`src/rtl/vector_line_fifo.sv`:
```
`default_nettype none
// ============================================================================
// Module      : vector_line_fifo
// Description : Show-ahead FIFO of vector line descriptors (two endpoints plus
//               color). Edge- or level-triggered writes, flush, sticky
//               overflow/underflow flags, full/almost-full status.
// Revision    : 1.0 - initial release
// ============================================================================
module vector_line_fifo #(
   parameter int DEPTH       = 16,
   parameter int COORD_W     = 13,
   parameter int COLOR_W     = 3,
   parameter int AFULL_LEVEL = 12,
   parameter int EDGE_WR     = 1
) (
   input  logic                       clk,
   input  logic                       rst_b,
   input  logic                       wr_req,
   input  logic [COORD_W-1:0]         wr_start_x,
   input  logic [COORD_W-1:0]         wr_end_x,
   input  logic [COORD_W-1:0]         wr_start_y,
   input  logic [COORD_W-1:0]         wr_end_y,
   input  logic [COLOR_W-1:0]         wr_color,
   input  logic                       rd_en,
   input  logic                       flush,
   output logic [COORD_W-1:0]         rd_start_x,
   output logic [COORD_W-1:0]         rd_end_x,
   output logic [COORD_W-1:0]         rd_start_y,
   output logic [COORD_W-1:0]         rd_end_y,
   output logic [COLOR_W-1:0]         rd_color,
   output logic                       rd_valid,
   output logic                       full,
   output logic                       almost_full,
   output logic [$clog2(DEPTH):0]     count,
   output logic                       overflow,
   output logic                       underflow
);

   localparam int AW = $clog2(DEPTH);
   localparam int CW = AW + 1;
   localparam int EW = 4 * COORD_W + COLOR_W;

   logic [EW-1:0] mem [DEPTH];
   logic [AW-1:0] wr_ptr;
   logic [AW-1:0] rd_ptr;
   logic          wr_req_q;
   logic          wr_evt;
   logic          is_empty;
   logic          is_full;
   logic          do_wr;
   logic          do_rd;
   logic          ovf_set;
   logic          unf_set;
   logic [EW-1:0] wr_data;
   logic [EW-1:0] head;

   // Write-event qualification: rising edge of wr_req, or plain level.
   generate
      if (EDGE_WR != 0) begin : g_edge_wr
         assign wr_evt = wr_req & ~wr_req_q;
      end else begin : g_level_wr
         assign wr_evt = wr_req;
      end
   endgenerate

   assign wr_data  = {wr_start_x, wr_end_x, wr_start_y, wr_end_y, wr_color};
   assign is_empty = (count == '0);
   assign is_full  = (count == CW'(DEPTH));

   // A read frees a slot at full, so a simultaneous write is still accepted;
   // at empty the write goes in but the read has nothing to pop.
   assign do_rd   = rd_en & ~is_empty;
   assign do_wr   = wr_evt & (~is_full | rd_en);
   assign ovf_set = wr_evt & is_full & ~rd_en;
   assign unf_set = rd_en & is_empty;

   // Pointers, occupancy, sticky flags and edge-detect history.
   always_ff @(posedge clk) begin
      if (!rst_b) begin
         wr_ptr    <= '0;
         rd_ptr    <= '0;
         count     <= '0;
         overflow  <= 1'b0;
         underflow <= 1'b0;
         wr_req_q  <= 1'b0;
      end else begin
         // History keeps tracking through flush so a held request is no new edge.
         wr_req_q <= wr_req;
         if (flush) begin
            wr_ptr    <= '0;
            rd_ptr    <= '0;
            count     <= '0;
            overflow  <= 1'b0;
            underflow <= 1'b0;
         end else begin
            if (do_wr) wr_ptr <= wr_ptr + 1'b1;
            if (do_rd) rd_ptr <= rd_ptr + 1'b1;
            count <= count + {{AW{1'b0}}, do_wr} - {{AW{1'b0}}, do_rd};
            if (ovf_set) overflow  <= 1'b1;
            if (unf_set) underflow <= 1'b1;
         end
      end
   end

   // Entry storage; contents need no reset since empty slots are masked.
   always_ff @(posedge clk) begin
      if (rst_b && !flush && do_wr) begin
         mem[wr_ptr] <= wr_data;
      end
   end

   // Show-ahead head entry, forced to zero while empty.
   always_comb begin
      head = '0;
      if (!is_empty) head = mem[rd_ptr];
   end

   assign {rd_start_x, rd_end_x, rd_start_y, rd_end_y, rd_color} = head;
   assign rd_valid    = ~is_empty;
   assign full        = is_full;
   assign almost_full = (count >= CW'(AFULL_LEVEL));

endmodule
`default_nettype wire

```
`config.mk`:
```
export PLATFORM = sky130hd
export DESIGN_NAME = vector_line_fifo
export DESIGN_NICKNAME = d
export VERILOG_FILES = /design/src/rtl/vector_line_fifo.sv
export SDC_FILE = /design/constraint.sdc
export NUM_CORES = 1
export LEC_CHECK = 0
export CAP_MARGIN = 20
export CORE_ASPECT_RATIO = 0.9
export CORE_MARGIN = 2
export CORE_UTILIZATION = 45
export DETAILED_ROUTE_END_ITERATION = 7
export GPL_ROUTABILITY_DRIVEN = 0
export GPL_TIMING_DRIVEN = 0
export HOLD_SLACK_MARGIN = 0.03
export PLACE_DENSITY_LB_ADDON = 0.05
export SLEW_MARGIN = 25
export SYNTH_ARGS = -nofsm -noshare
export SYNTH_HDL_FRONTEND = slang
export SYNTH_SLANG_ARGS = --single-unit
```
`constraint.sdc`:
```
create_clock -name clk -period 6.3 [get_ports clk]
set_input_delay 1.26 -clock clk [delete_from_list [all_inputs] [get_ports clk]]
set_output_delay 1.26 -clock clk [all_outputs]
set_load 0.1 [all_outputs]
```
==> impl_metrics.env <==
export IMPL_clockBufferDepth=3
export IMPL_slew_violations=0
export IMPL_syn2layout_area_growth_pct=20.28
export IMPL_coreArea_sq_mm=0.07615
export IMPL_avgSynthCellArea_sq_um=22.84
export IMPL_holdWs_ps=488.8
export IMPL_yosysWarnings=0
export IMPL_cts_tree="built"
export IMPL_synth_edf_count=880
export IMPL_cp_arrival_ps=4390
export IMPL_drive_above_1_share_pct=27.28
export IMPL_fin_skew_ps=13.84
export IMPL_min_period_over_period_pct=89.64
export IMPL_syn_area_sq_mm=0.03453
export IMPL_hpwl_um=53010
export IMPL_dpl_cell_area_sq_mm=0.03856
export IMPL_end_kind="output port"
export IMPL_report_final_setup_viol=0
export IMPL_cp_required_ps=5040
export IMPL_grt_start_max_net_pins=19
export IMPL_path_cells="buf_2 > buf_1 > clkbuf_1 > a21oi_1 > clkdlybuf4s50_1"
export IMPL_synth_ff_type="edfxtp_1"
export IMPL_outcome="finished, final reports clean"
export IMPL_dr_total_vias=16139
export IMPL_antenna_found_initial=2
export IMPL_slew_headroom_pct=30.72
export IMPL_critPathKind="flop to output port"
export IMPL_hold_buffers=0
export IMPL_critPathLaunchType="flop"
export IMPL_final_cell_mix="edfxtp_1 (880), mux4_2 (218), clkdlybuf4s50_1 (124), clkbuf_16 (96), mux2i_1 (59)"
export IMPL_max_cap_viol_count=0
export IMPL_initial_core_util_pct=45.34
export IMPL_internal_power_mw=10.64
export IMPL_fill_cells=5900
export IMPL_antenna_diode_count=0
export IMPL_worstPathMaxFanout=10
export IMPL_clock_sinks=900
export IMPL_fin_crit_ps=5647
export IMPL_min_path_type="flop to flop"
export IMPL_synthesis_instances=1512
export IMPL_rsz0062_at_grt="false"
export IMPL_worst_pin_slew_ps=1039
export IMPL_drtIter0Drc=1486
export IMPL_finalNetCount=1860
export IMPL_swShare_pct=32.17
export IMPL_cp_slowest_cell="clkdlybuf4s50_1"
export IMPL_ant_nets=0
export IMPL_wl_um=80530
export IMPL_ys_async_sr_fraction_pct=0
export IMPL_clock_latency_ps=630
export IMPL_design_area_sq_mm=0.04153
export IMPL_wl_per_cell_um=27.86
export IMPL_route_detailed_drc=0
export IMPL_numCtsBuffers=94
export IMPL_final_common_cell="edfxtp_1"
export IMPL_fp_dieW_um=296.0
export IMPL_synth_seq_cells=900
export IMPL_row_count=96
export IMPL_p_clk_share_pct=34.1
export IMPL_p_switching_mw=5.045
export IMPL_syn_nets=1586
export IMPL_finalPower_mw=15.68
export IMPL_fp_dieH_um=266.8
export IMPL_ir_drop_uv=334.3
export IMPL_grt_pass1_wl_um=118400
export IMPL_io_pins=125
export IMPL_grt_usage_pct=21.09
export IMPL_comb_power_share_pct=23.6
export IMPL_ys_types=41
export IMPL_p_per_area_mw_per_mm2=377.7
export IMPL_place_port_buffers=124
export IMPL_path_clk_slew_ps=60
export IMPL_htreeDepth=3
export IMPL_drt_pass1_iter_count=5
export IMPL_post_cts_buffers=0
export IMPL_first_global_vias=17106
export IMPL_slowest_delay_ps=1060
export IMPL_p_leak_nw=12.68
export IMPL_cts_root_buf="clkbuf_16"
export IMPL_power_frac_seq_pct=42.2
export IMPL_synth_seq_area_share_pct=77.70
export IMPL_vias_per_cell=5.582
export IMPL_post_cts_resized=0
export IMPL_fmax_ghz=0.1771
export IMPL_hold_viol=0
export IMPL_die_area_sq_mm=0.07896
export IMPL_grt_overflow=0
[registers in the layout (all words and copies together) (netlist names), named ones only]
name,flops
mem,880
count,5
rd_ptr,4
wr_ptr,4
overflow,1
underflow,1
wr_req_q,1
[power groups by stage]
stage | clock network [mW] | logic (mW) | registers, mW
final | 5.35 | 3.71 | 6.62
after global routing | 5.71 | 3.86 | 6.62
after CTS | 5.48 | 3.76 | 6.62
after detailed placement | 0 | 3.75 | 6.75
after global placement | 0 | 3.72 | 6.75
after floorplan | 0 | 2.58 | 6.83
[metal layers]
| layer | track usage (%) | part of all wire (%) | wire length, um |
|---|---|---|---|
| met3 | 3.073 | 3.8 | 3050 |
| met5 | 0 | 0.019 | 15 |
| met1 | 29.81 | 44 | 35700 |
| met2 | 35.26 | 50 | 40480 |
| met4 | 4.286 | 1.6 | 1290 |
[synth_stat cells, types with 2 or more instances]
library cell | count | area (sq um)
dfxtp_1 | 20 | 400.4
mux2i_1 | 59 | 590.6
xnor2_1 | 5 | 43.79
nor2b_1 | 5 | 31.28
nand3_1 | 4 | 20.02
and2_1 | 4 | 25.02
mux4_2 | 218 | 4910
a21oi_1 | 44 | 220.2
buf_4 | 20 | 150.1
nand2_1 | 8 | 30.03
inv_1 | 9 | 33.78
o211ai_1 | 2 | 15.01
buf_6 | 11 | 123.9
inv_2 | 2 | 7.510
mux2_2 | 39 | 439.2
edfxtp_1 | 880 | 26430
a22oi_1 | 16 | 120.1
ha_1 | 13 | 162.7
nor3_1 | 2 | 10.01
xor2_1 | 3 | 26.28
o21ai_1 | 54 | 270.3
nor2_1 | 31 | 116.4
buf_2 | 20 | 100.1
clkbuf_1 | 26 | 97.59
[worst max-delay path, delay by kind of cell, from the launching register on]
kind	cells	cell delay, ps
buffers and inverters	4	2800
flip-flops	1	620
AO/OA/AOI/OAI	1	330
[final cells by class]
class | count | area (sq um) | share of cell area [%]
Sequential cell | 900 | 26830 | 64.60
Multi-Input combinational cell | 523 | 7315 | 17.61
Timing Repair Buffer | 178 | 2618 | 6.303
Clock buffer | 122 | 2520 | 6.068
Tap cell | 1029 | 1287 | 3.100
Buffer | 78 | 475.5 | 1.145
Clock inverter | 50 | 446.7 | 1.076
Inverter | 11 | 41.29 | 0.09942
[path summary, 6_finish.rpt]
check | start | endpoint | slack [ps] | cells after the start
setup / recovery | flop | rd_end_x[0] | 650 | 5
hold / removal | underflow | underflow | 490 | 2
setup reg to reg | count[2] | count[4] | 2990 | 14
hold reg to reg | underflow | underflow | 490 | 2
[through the flow]
step | util, % | instances | setup WS (ps) | TNS, ps
4_1_cts | 54.53 | 2891 | 513.5 | 0
2_1_floorplan | - | 1512 | 680.7 | 0
6_report | 54.53 | 2891 | 652.8 | 0
5_1_grt | 54.53 | 2891 | 501.3 | 0
3_5_place_dp | 50.64 | 2719 | 1214 | 0
3_3_place_gp | 48.66 | 2665 | -2249 | -1724050
[cells by family after synthesis]
kind of cell | after synthesis | share of synthesized area [%]
flip-flops | 900 | 77.70
AO/OA/AOI/OAI | 123 | 1.979
adder cells (fa/ha/maj) | 14 | 0.5291
XOR/XNOR | 8 | 0.2029
AND/OR/NAND/NOR | 62 | 0.8951
multiplexers | 316 | 17.20
buffers and inverters | 89 | 1.497
Note: power is estimated with default switching activity, not from simulation.
